[config.mk]
export PLATFORM = sky130hd
export DESIGN_NAME = mem_port_arbiter
export DESIGN_NICKNAME = d
export VERILOG_FILES = /design/src/rtl/mem_port_arbiter_pkg.sv /design/src/rtl/mem_timeout_ctr.sv /design/src/rtl/mem_port_arbiter.sv
export SDC_FILE = /design/constraint.sdc
export NUM_CORES = 1
export LEC_CHECK = 0
export BUFFER_PORTS_ARGS = -buffer_cell sky130_fd_sc_hd__buf_2
export CAP_MARGIN = 20
export CELL_PAD_IN_SITES_DETAIL_PLACEMENT = 2
export CELL_PAD_IN_SITES_GLOBAL_PLACEMENT = 2
export CORE_MARGIN = 5
export CORE_UTILIZATION = 27
export CTS_CLUSTER_DIAMETER = 50
export DETAILED_ROUTE_END_ITERATION = 16
export PLACE_DENSITY_LB_ADDON = 0.1
export SYNTH_ARGS = -nofsm -noshare
export SYNTH_HDL_FRONTEND = slang
export SYNTH_SLANG_ARGS = --single-unit
export TNS_END_PERCENT = 50
[constraint.sdc]
create_clock -name clk -period 2.5 [get_ports clk]
set_clock_uncertainty 0.1 [all_clocks]
set_input_delay 0.5 -clock clk [delete_from_list [all_inputs] [get_ports clk]]
set_output_delay 0.5 -clock clk [all_outputs]
set_load 0.05 [all_outputs]
[src/rtl/mem_port_arbiter_pkg.sv]
// rtl/mem_port_arbiter_pkg.sv - shared encodings and defaults for the IF/MEM memory port arbiter
package mem_port_arbiter_pkg;

  typedef enum logic [1:0] {
    ST_IDLE = 2'd0,
    ST_BUSY = 2'd1,
    ST_RESP = 2'd2
  } state_e;

  typedef enum logic {
    OWN_IF = 1'b0,
    OWN_DM = 1'b1
  } owner_e;

  localparam int DEF_STARVE  = 4;
  localparam int DEF_TIMEOUT = 64;

endpackage

[src/rtl/mem_timeout_ctr.sv]
// rtl/mem_timeout_ctr.sv - counts cycles of an outstanding memory access and flags when it must be aborted
module mem_timeout_ctr
  import mem_port_arbiter_pkg::*;
#(
  parameter int TIMEOUT = DEF_TIMEOUT
) (
  input  logic clk,
  input  logic rst,
  input  logic clr,
  input  logic en,
  output logic expired
);

  localparam int CW = (TIMEOUT > 2) ? $clog2(TIMEOUT) : 1;

  logic [CW-1:0] cnt_q;
  logic [CW-1:0] cnt_d;

  assign expired = (cnt_q == CW'(TIMEOUT - 1));

  always_comb begin
    cnt_d = cnt_q;
    if (clr) begin
      cnt_d = '0;
    end else if (en && !expired) begin
      cnt_d = cnt_q + CW'(1);
    end
  end

  always_ff @(posedge clk) begin
    if (rst) begin
      cnt_q <= '0;
    end else begin
      cnt_q <= cnt_d;
    end
  end

endmodule

[src/rtl/mem_port_arbiter.sv]
// rtl/mem_port_arbiter.sv - shares one single-port memory between instruction fetch and load/store
module mem_port_arbiter
  import mem_port_arbiter_pkg::*;
#(
  parameter int AW      = 32,
  parameter int DW      = 32,
  parameter int STARVE  = DEF_STARVE,
  parameter int TIMEOUT = DEF_TIMEOUT
) (
  input  logic          clk,
  input  logic          rst,
  input  logic          if_req,
  input  logic [AW-1:0] if_addr,
  output logic [DW-1:0] if_rdata,
  output logic          if_ready,
  input  logic          dm_read,
  input  logic          dm_write,
  input  logic [AW-1:0] dm_addr,
  input  logic [DW-1:0] dm_wdata,
  output logic [DW-1:0] dm_rdata,
  output logic          dm_ready,
  output logic          mem_req,
  output logic          mem_we,
  output logic [AW-1:0] mem_addr,
  output logic [DW-1:0] mem_wdata,
  input  logic [DW-1:0] mem_rdata,
  input  logic          mem_ack,
  output logic          pipe_stall,
  output logic          bus_err
);

  localparam int SW = $clog2(STARVE + 1);

  state_e        state_q;
  owner_e        owner_q;
  logic [SW-1:0] starve_q;
  logic [SW-1:0] starve_d;
  logic          mem_req_q;
  logic          mem_we_q;
  logic [AW-1:0] mem_addr_q;
  logic [DW-1:0] mem_wdata_q;
  logic          if_ready_q;
  logic          dm_ready_q;
  logic [DW-1:0] if_rdata_q;
  logic [DW-1:0] dm_rdata_q;
  logic          bus_err_q;

  logic dm_pend;
  logic if_starved;
  logic grant_dm;
  logic grant_if;
  logic tmo_expired;

  // Starvation only matters while IF is actually waiting for the port.
  assign dm_pend    = dm_read | dm_write;
  assign if_starved = (starve_q == SW'(STARVE)) && if_req;
  assign grant_dm   = (state_q == ST_IDLE) && dm_pend && !if_starved;
  assign grant_if   = (state_q == ST_IDLE) && !grant_dm && if_req;

  // A DM grant with if_req high implies the counter is below STARVE, so it saturates by construction.
  always_comb begin
    starve_d = starve_q;
    if (grant_if) begin
      starve_d = '0;
    end else if (grant_dm && if_req) begin
      starve_d = starve_q + SW'(1);
    end
  end

  mem_timeout_ctr #(
    .TIMEOUT(TIMEOUT)
  ) u_timeout (
    .clk    (clk),
    .rst    (rst),
    .clr    (grant_dm | grant_if),
    .en     (state_q == ST_BUSY),
    .expired(tmo_expired)
  );

  always_ff @(posedge clk) begin
    if (rst) begin
      state_q     <= ST_IDLE;
      owner_q     <= OWN_IF;
      starve_q    <= '0;
      mem_req_q   <= 1'b0;
      mem_we_q    <= 1'b0;
      mem_addr_q  <= '0;
      mem_wdata_q <= '0;
      if_ready_q  <= 1'b0;
      dm_ready_q  <= 1'b0;
      if_rdata_q  <= '0;
      dm_rdata_q  <= '0;
      bus_err_q   <= 1'b0;
    end else begin
      starve_q <= starve_d;
      case (state_q)
        ST_IDLE: begin
          if (grant_dm) begin
            owner_q     <= OWN_DM;
            mem_addr_q  <= dm_addr;
            mem_we_q    <= dm_write;
            mem_wdata_q <= dm_wdata;
            mem_req_q   <= 1'b1;
            state_q     <= ST_BUSY;
          end else if (grant_if) begin
            owner_q     <= OWN_IF;
            mem_addr_q  <= if_addr;
            mem_we_q    <= 1'b0;
            mem_wdata_q <= '0;
            mem_req_q   <= 1'b1;
            state_q     <= ST_BUSY;
          end
        end
        ST_BUSY: begin
          if (mem_ack || tmo_expired) begin
            mem_req_q <= 1'b0;
            state_q   <= ST_RESP;
            if (!mem_ack) begin
              bus_err_q <= 1'b1;
            end
            if (owner_q == OWN_DM) begin
              dm_ready_q <= 1'b1;
              dm_rdata_q <= mem_ack ? mem_rdata : '0;
            end else begin
              if_ready_q <= 1'b1;
              if_rdata_q <= mem_ack ? mem_rdata : '0;
            end
          end
        end
        ST_RESP: begin
          if_ready_q <= 1'b0;
          dm_ready_q <= 1'b0;
          state_q    <= ST_IDLE;
        end
        default: state_q <= ST_IDLE;
      endcase
    end
  end

  assign mem_req    = mem_req_q;
  assign mem_we     = mem_we_q;
  assign mem_addr   = mem_addr_q;
  assign mem_wdata  = mem_wdata_q;
  assign if_ready   = if_ready_q;
  assign dm_ready   = dm_ready_q;
  assign if_rdata   = if_rdata_q;
  assign dm_rdata   = dm_rdata_q;
  assign bus_err    = bus_err_q;
  assign pipe_stall = (dm_pend & ~dm_ready_q) | (if_req & ~if_ready_q);

endmodule
==> results of run 1 <==
-- through the flow --
stage	util, %	cell area (um^2)
final	37.3	8080
after global routing	37.3	8080
after CTS	37.3	8080
after detailed placement	34.5	7480
after global placement	34.5	7480
after floorplan	-	5900
-- sequential cells by signal, indices dropped and copies added (netlist names), 2 cells and up --
register	cells
mem_wdata	32
dm_rdata	32
state_q	2
starve_q	3
if_rdata	32
mem_addr	32
u_timeout.cnt_q	6
-- per-layer routing --
metal	GRT usage [%]	wire length, um	vias up
met5	0	0	-
met4	4.01	216	0
met3	5.06	1510	15
met2	31.4	11400	168
met1	23.0	10300	3057
li1	-	-	2916
-- path summary, 6_finish.rpt --
| path | from | slack (ns) | to | cells after the start |
|---|---|---|---|---|
| hold / removal | dm_wdata[25] | 0.19 | mem_wdata[25] | 2 |
| setup reg to reg | state_q[0] | 0.40 | starve_q[2] | 4 |
| setup / recovery | state_q[0] | 0.40 | starve_q[2] | 4 |
| hold reg to reg | bus_err | 0.37 | bus_err | 1 |
-- power groups by stage --
stage / logic [W] / registers [W] / clock network, W
after CTS: 0.00136 / 0.00255 / 0.00269
after detailed placement: 0.00135 / 0.00260 / 0
after floorplan: 0.000452 / 0.00306 / 0
after global routing: 0.00143 / 0.00257 / 0.00278
final: 0.00134 / 0.00255 / 0.00261
after global placement: 0.00131 / 0.00259 / 0
-- layout by cell type (no fill, tap or decap), drive strengths merged, types with 2 or more instances in the layout --
| master | count |
|---|---|
| ha | 3 |
| nor2 | 5 |
| nor3b | 3 |
| nor3 | 3 |
| buf | 289 |
| a311oi | 65 |
| o211a | 2 |
| bufinv | 2 |
| nand2 | 99 |
| a211o | 2 |
| a221oi | 3 |
| a31oi | 99 |
| a22o | 32 |
| nand2b | 2 |
| a32o | 2 |
| and3 | 2 |
| o211ai | 5 |
| inv | 10 |
| clkbuf | 20 |
| o31ai | 2 |
| or3 | 2 |
| o41ai | 33 |
| a21oi | 3 |
| or4b | 2 |
| nor4 | 3 |
| or4 | 2 |
| mux2i | 3 |
| dfxtp | 145 |
| clkinvlp | 2 |
| diode | 2 |
| and3b | 2 |
| clkinv | 3 |
-- area by class of cell --
class / instances / share of cell area [%]
Multi-Input combinational cell: 392 / 33.1
Tap cell: 280 / 4.33
Clock inverter: 12 / 1.80
Sequential cell: 145 / 35.9
Inverter: 5 / 0.232
Timing Repair Buffer: 289 / 18.9
Clock buffer: 20 / 5.65
Antenna cell: 2 / 0.0619
-- logic make-up (layout without fill, tap and decap cells) --
| group | Yosys count | after routing | share of synthesized area [%] |
|---|---|---|---|
| other | 0 | 2 | 0 |
| muxes | 3 | 3 | 0.509 |
| adders and majority gates | 3 | 3 | 0.636 |
| AOI/OAI and AO/OA | 255 | 255 | 33.4 |
| and+or+nand+nor | 131 | 131 | 10.0 |
| buffers and inverters | 82 | 326 | 6.27 |
| DFF | 145 | 145 | 49.2 |
-- worst max-delay path, cell delays in order (launching register included) --
cell	delay, ns
dfxtp_1	0.42
or2_2	0.47
buf_4	0.25
or4_1	0.47
a221oi_1	0.27
==> flow_summary.ini, run 1 <==
[synth]
async_flop_share_pct = 0
syn-num-nets = 756
ys_top_cells_by_area = dfxtp_1 (49%), a31oi_1 (10%), a311oi_1 (9.6%), nand2_1 (6.3%), o41ai_1 (4.9%)
yosys_warnings = 0
ys.flop_type = dfxtp_1
syn_area_per_cell_um2 = 9.54
seq_area_frac_synth_pct = 49.2
synth.cell_area_mm2 = 0.00590
netlist.top_cell.by_area = dfxtp_1
synth_cell_types = 47
yosys_register_bits = 145
synth-edff-count = 0
syn_inst = 619
synth_common_cells = dfxtp_1 (145), a31oi_1 (99), nand2_1 (99), a311oi_1 (65), clkbuf_1 (46)
yosysTopAreaCellShare_pct = 49.2
synth_most_common_cell = dfxtp_1

[clock_network]
h-tree-depth = 4
cts.sinks = 145
cts-resized-gates = 0
clkTransAtPathRegs_ns = 0.06
clk_path_buf_depth = 2
numCtsBuffers = 17
postCtsHoldBufs = 0
root_buffer = clkbuf_16
cts_setup_buffers = 0
cts_tree = yes
insertion_delay_ns = 0.42

[cells_and_area]
num-fill-cells = 2372
stdcell_count = 1145
ff_latch_area_mm2 = 0.00290
multi_input_area_mm2 = 0.00268
drive_gt1_share_pct = 38.5
final_net_count = 987
area_growth_pct = 36.9

[route]
routed_wl_um = 23500
drt_iter0_drc = 266
drt-vias-per-instance = 5.38
routedWlPerCell_um = 20.5
ant_nets = 0
dr.pass1.iters = 4
drc_errors = 0
num_vias = 6156

[sta]
final_max_slew_viol_count = 0
tightest_slew_ns = 0.631
fmax_mhz = 477
final.period_utilization_pct = 83.9
min_period_ns = 2.10
finalHoldViolations = 0
holdWs_ns = 0.189
finalSetupViolations = 0
rsz0062_at_grt = false
finalSetupTns_ns = 0
slew_headroom_pct = 57.9
worst_slack_ns = 0.402

[floorplanning]
start_util_pct = 27.2
die_y_um = 158
core_mm2 = 0.0217
rows = 54
io_pins = 268
dieArea_mm2 = 0.0249
dieWidth_um = 158

[power]
vdd_ir_drop_max_uv = 283
p_sw_w = 0.00214
p_int_w = 0.00436
power.leakage_nw = 3.47
switching_share_pct = 32.9
p_per_area_mw_per_mm2 = 805
seq_power_share_pct = 39.2
total_power_w = 0.00650
clockPowerShare_pct = 40.2
p_comb_share_pct = 20.7

[setup_path]
critPathLaunchType = flip-flop
cp.required_ns = 2.72
cp.arrival_ns = 2.32
cp_max_fo = 16
worstSetupPathType = flip-flop to flip-flop
crit_path_end_kind = flip-flop

[hold_path]
holdCritPathClass = input port to flip-flop

[status]
status = finished, final reports clean

[grt]
grt_pass1_vias = 6710
grt_first_pass_wirelength_um = 36700
grtUsageTotal_pct = 18.3
antenna_found_initial = 2
overflow = 0
grt_max_degree = 65

[placed_design]
dp_cells = 1111
place.gp.congestion = 0.785
portBuffers = 267
dp_hpwl_um = 16700
pre_cts_slack_ns = 0.393

[run]
drv_cap = 0
No activity file was read; power rests on OpenSTA's default activity.
==> inputs of run 2 (changes only) <==
- CORE_UTILIZATION: 27 -> 24
- clock period: 2.5 -> 1.7 ns (I/O delays scaled with it)
==> flow_summary.ini, run 2 (synthesis gave the netlist of run 1 again) <==
[setup_path]
worstSetupPathType = flip-flop to flip-flop
slowest_delay_ns = 0.41
critPathLaunchType = flip-flop
path_cells = buf_8, and3b_4, clkbuf_16, a31oi_1, a311oi_1
cp_num_buf_inv = 2
cp_max_fo = 9
ff2ff_setup_slack_ns = -0.04
crit-reg2reg-launch = state_q[1]
worstRegToRegCells = 5
cp.arrival_ns = 1.94
slowest_stage = and3b_4
cp.required_ns = 1.91
cp_top_family = compound AO/OA/AOI/OAI gates
worstReg2RegEnd = dm_rdata[13]
crit_path_end_kind = flip-flop

[sta]
finalHoldViolations = 0
min_period_ns = 1.74
tightest_slew_ns = 0.416
worst_slack_ns = -0.0393
holdWs_ns = 0.0307
slew_headroom_pct = 71.9
rsz0062_at_grt = true
final.period_utilization_pct = 102
final_max_slew_viol_count = 0
finalSetupViolations = 16
fmax_mhz = 575

[clock_network]
numCtsBuffers = 17
cts_tree = yes
h-tree-depth = 4
postCtsHoldBufs = 0
insertion_delay_ns = 0.42
clkTransAtPathRegs_ns = 0.06
root_buffer = clkbuf_16
clk_path_buf_depth = 2
cts.sinks = 145

[route]
routedWlPerCell_um = 21.7
routed_wl_um = 26700
num_vias = 6454
drt-vias-per-instance = 5.25
dr.pass1.iters = 4
drc_errors = 0
ant_nets = 0
drt_iter0_drc = 285

[placed_design]
place.gp.congestion = 0.757
portBuffers = 267
dp_hpwl_um = 17700
dp_cells = 1177

[status]
status = complete, but fails checks
violations = negative setup slack

[power]
p_per_area_mw_per_mm2 = 1090
power.leakage_nw = 3.82
vdd_ir_drop_max_uv = 451

[floorplanning]
die_y_um = 167
io_pins = 268
core_mm2 = 0.0242
start_util_pct = 24.3
rows = 57
dieWidth_um = 167
dieArea_mm2 = 0.0278

[cells_and_area]
drive_gt1_share_pct = 44.9
final_core_utilization_pct = 36.9
final_net_count = 1028
mostFrequentLayoutCells = buf_2 (266), dfxtp_1 (141), nand2_1 (99)
area_growth_pct = 51.4
stdcell_count = 1230
final_common_cell = buf_2

[grt]
antenna_found_initial = 6
grt_first_pass_wirelength_um = 39800
grtUsageTotal_pct = 17.5
overflow = 0
grt_max_degree = 65
grt_pass1_vias = 7183

[run]
drv_cap = 0

[hold_path]
holdPathStages = 2
min_to = mem_wdata[24]
holdCritPathClass = input port to flip-flop
min_from = dm_wdata[24]
run 2: final cells by class:
cell class	instances	area, um^2
Antenna cell	2	5.00
Clock buffer	19	453
Clock inverter	13	124
Fill cell	2714	15300
Inverter	5	18.8
Multi-Input combinational cell	392	2860
Sequential cell	145	2910
Tap cell	324	405
Timing Repair Buffer	330	2160
run 2: how the worst max path moves through the flow:
stage	slack, ns	cells after the start	endpoint	from
detailed placement	-0.07	6	mem_addr[2]	starve_q[1]
floorplan	-0.02	7	starve_q[0]	starve_q[0]
global route	-0.11	5	dm_rdata[13]	state_q[1]
global placement	0.01	6	mem_wdata[28]	if_req
finish	-0.04	5	dm_rdata[13]	state_q[1]
CTS	-0.0003	9	mem_wdata[22]	starve_q[1]
run 2: through the flow:
step / setup TNS, ns / setup WS [ns] / power, W / cell area, um^2
2_1_floorplan: -0.0678 / -0.0229 / 0.00518 / 5960
3_3_place_gp: 0 / 0.0121 / 0.00586 / 7890
3_5_place_dp: -2.19 / -0.0727 / 0.00593 / 7890
4_1_cts: -0.000340 / -0.000340 / 0.00976 / 8670
5_1_grt: -2.22 / -0.107 / 0.0102 / 8940
6_report: -0.135 / -0.0393 / 0.00975 / 8940
run 2: what timing repair did:
action                                 CTS  global route
pin swaps                                4            36
setup buffers                            8             4
cloned                                   3             6
setup endpoints to repair               69           110
resized for setup                       11            35
endpoints found under the hold margin    0             0
run 2: report_power, final:
part           internal [W]  switching [W]  total, W
sequential          0.00361       0.000129   0.00374
combinational      0.000729        0.00157   0.00230
clock               0.00212        0.00160   0.00371
total               0.00646        0.00330   0.00975
run 2: layer usage:
layer / wire, um / part of all wire (%) / global-route usage (%)
met2: 13400 / 50 / 31.2
met3: 1670 / 6.3 / 6.07
met1: 11200 / 42 / 20.2
met4: 393 / 1.5 / 3.88
met5: 34 / 0.13 / 0
==> inputs of run 3 (changes only) <==
- CORE_UTILIZATION: 24 -> 25
- CTS_BUF_LIST: unset -> sky130_fd_sc_hd__clkbuf_8
==> flow_summary.ini, run 3 (synthesis gave the netlist of run 1 again) <==
[setup_path]
crit-reg2reg-launch = starve_q[0]
cp_num_buf_inv = 4
worstSetupPathType = flip-flop to flip-flop
critPathLaunchType = flip-flop
slowest_delay_ns = 0.34
critical_path.startpoint = starve_q[0]
worstReg2RegEnd = mem_wdata[21]
cp.required_ns = 1.99
path_cells = inv_2, ha_4, and3_4, buf_12, nor4_4, buf_6, clkbuf_16, a22o_1
slowest_stage = dfxtp_2
endpoint = mem_wdata[21]
worstRegToRegCells = 8
ff2ff_setup_slack_ns = -0.006
cp_top_family = buffers and inverters
cp_max_fo = 8
cp.depth = 8
crit_path_end_kind = flip-flop
cp.arrival_ns = 2.00

[floorplanning]
start_util_pct = 25.3
rows = 56
die_y_um = 164
core_mm2 = 0.0233
dieWidth_um = 164
io_pins = 268
dieArea_mm2 = 0.0268

[power]
p_comb_share_pct = 25.6
seq_power_share_pct = 41.3
p_int_w = 0.00577
power.leakage_nw = 3.89
vdd_ir_drop_max_uv = 398
clockPowerShare_pct = 33.1
switching_share_pct = 36.4
p_per_area_mw_per_mm2 = 998
total_power_w = 0.00906
p_sw_w = 0.00330

[sta]
finalSetupViolations = 2
tightest_slew_ns = 0.367
slew_headroom_pct = 75.2
final_max_slew_viol_count = 0
min_period_ns = 1.71
worst_slack_ns = -0.00602
finalHoldViolations = 0
fmax_mhz = 586
holdWs_ns = 0.0322
rsz0062_at_grt = true
final.period_utilization_pct = 100

[status]
violations = negative setup slack
status = complete, but fails checks

[grt]
grt.met1_usage_pct = 21.7
grt_use_met3_pct = 6.06
antenna_found_initial = 2
grt_busiest_layer = met2
grt_first_pass_wirelength_um = 39700
grtUsageTotal_pct = 18.4
grt_max_degree = 69
grt_use_met2_pct = 32.5
grt_pass1_vias = 7358
overflow = 0

[route]
drt-vias-per-instance = 5.24
num_vias = 6591
drc_errors = 0
routed_wl_um = 26700
dr.pass1.iters = 4
ant_nets = 0
routedWlPerCell_um = 21.2
drt_iter0_drc = 261

[cells_and_area]
mostFrequentLayoutCells = buf_2 (265), dfxtp_1 (139), nand2_1 (99), a31oi_1 (99), a311oi_1 (63)
drive_gt1_share_pct = 41.9
final_common_cell = buf_2
final_core_utilization_pct = 38.9
multi_input_area_mm2 = 0.00277
num-fill-cells = 2589
ff_latch_area_mm2 = 0.00291
final_net_count = 1063
area_growth_pct = 53.8

[run]
drv_cap = 0

[hold_path]
holdCritPathClass = input port to flip-flop

[clock_network]
insertion_delay_ns = 0.45
clkTransAtPathRegs_ns = 0.10
h-tree-depth = 4
cts.sinks = 145
clk_path_buf_depth = 2
cts_tree = yes
numCtsBuffers = 17
root_buffer = clkbuf_8

[placed_design]
portBuffers = 267
dp_hpwl_um = 17000
place.gp.congestion = 0.789
[run 3: changes by cell type in the layout (fill, tap and decap cells not counted), sizes merged]
cell         delta
dlygate4sd3    +36
inv             +6
clkinvlp        -2
buf             -4
bufinv          +1
clkbuf          +2
bufbuf          -1
clkinv          -3
diode           -1
[run 3: final cells by class]
cell class / count / area share [%]
Sequential cell: 145 / 32.0
Multi-Input combinational cell: 392 / 30.5
Timing Repair Buffer: 365 / 28.2
Tap cell: 319 / 4.39
Clock buffer: 17 / 2.58
Clock inverter: 15 / 2.04
Inverter: 5 / 0.207
Antenna cell: 1 / 0.0276
[run 3: what timing repair did]
action | 4_1_cts | 5_1_grt
hold endpoints to repair | 35 | 1
cloned | 2 | 8
endpoints found under the setup margin | 87 | 130
hold buffers | 35 | 1
pin swaps | 0 | 13
setup buffers | 0 | 12
resized for setup | 4 | 25
[run 3: worst min path at each step]
stage / start / end / slack, ns / cells past startpoint
after global routing: dm_wdata[28] / mem_wdata[28] / -0.0005 / 2
after floorplan: owner_q / owner_q / 0.36 / 2
after detailed placement: mem_wdata[22] / mem_wdata[22] / 0.36 / 1
final: if_addr[22] / mem_addr[22] / 0.03 / 3
after CTS: if_addr[16] / mem_addr[16] / 0.0003 / 3
after global placement: mem_wdata[21] / mem_wdata[21] / 0.36 / 1
[run 3: metrics by stage]
stage	TNS [ns]	area [um^2]	std cells	setup WS, ns
global placement	-1.02	7840	1168	-0.0316
CTS	-2.50	8690	1237	-0.0766
detailed placement	-5.34	7840	1168	-0.121
floorplan	-0.0678	5960	619	-0.0229
global route	-1.61	9080	1258	-0.0826
finish	-0.0100	9080	1259	-0.00602
[run 3: metal layers]
layer  share of wire [%]  vias up
met3                 6.7       19
met4                0.76        4
met1                  42     3312
li1                    -     3084
met2                  50      172
met5                0.10        -
[run 3: power groups by stage]
| stage | Clock (W) | Combinational, W | Sequential [W] |
|---|---|---|---|
| global placement | 0 | 0.00204 | 0.00380 |
| finish | 0.00300 | 0.00232 | 0.00374 |
| CTS | 0.00310 | 0.00223 | 0.00374 |
| global route | 0.00324 | 0.00247 | 0.00377 |
| floorplan | 0 | 0.000680 | 0.00450 |
| detailed placement | 0 | 0.00210 | 0.00381 |
[run 3: worst reg2reg max path, stage by stage, from the launching register on]
cell       delay (ns)
dfxtp_2          0.34
inv_2            0.05
ha_4             0.16
and3_4           0.19
buf_12           0.14
nor4_4           0.22
buf_6            0.18
clkbuf_16        0.16
a22o_1           0.12
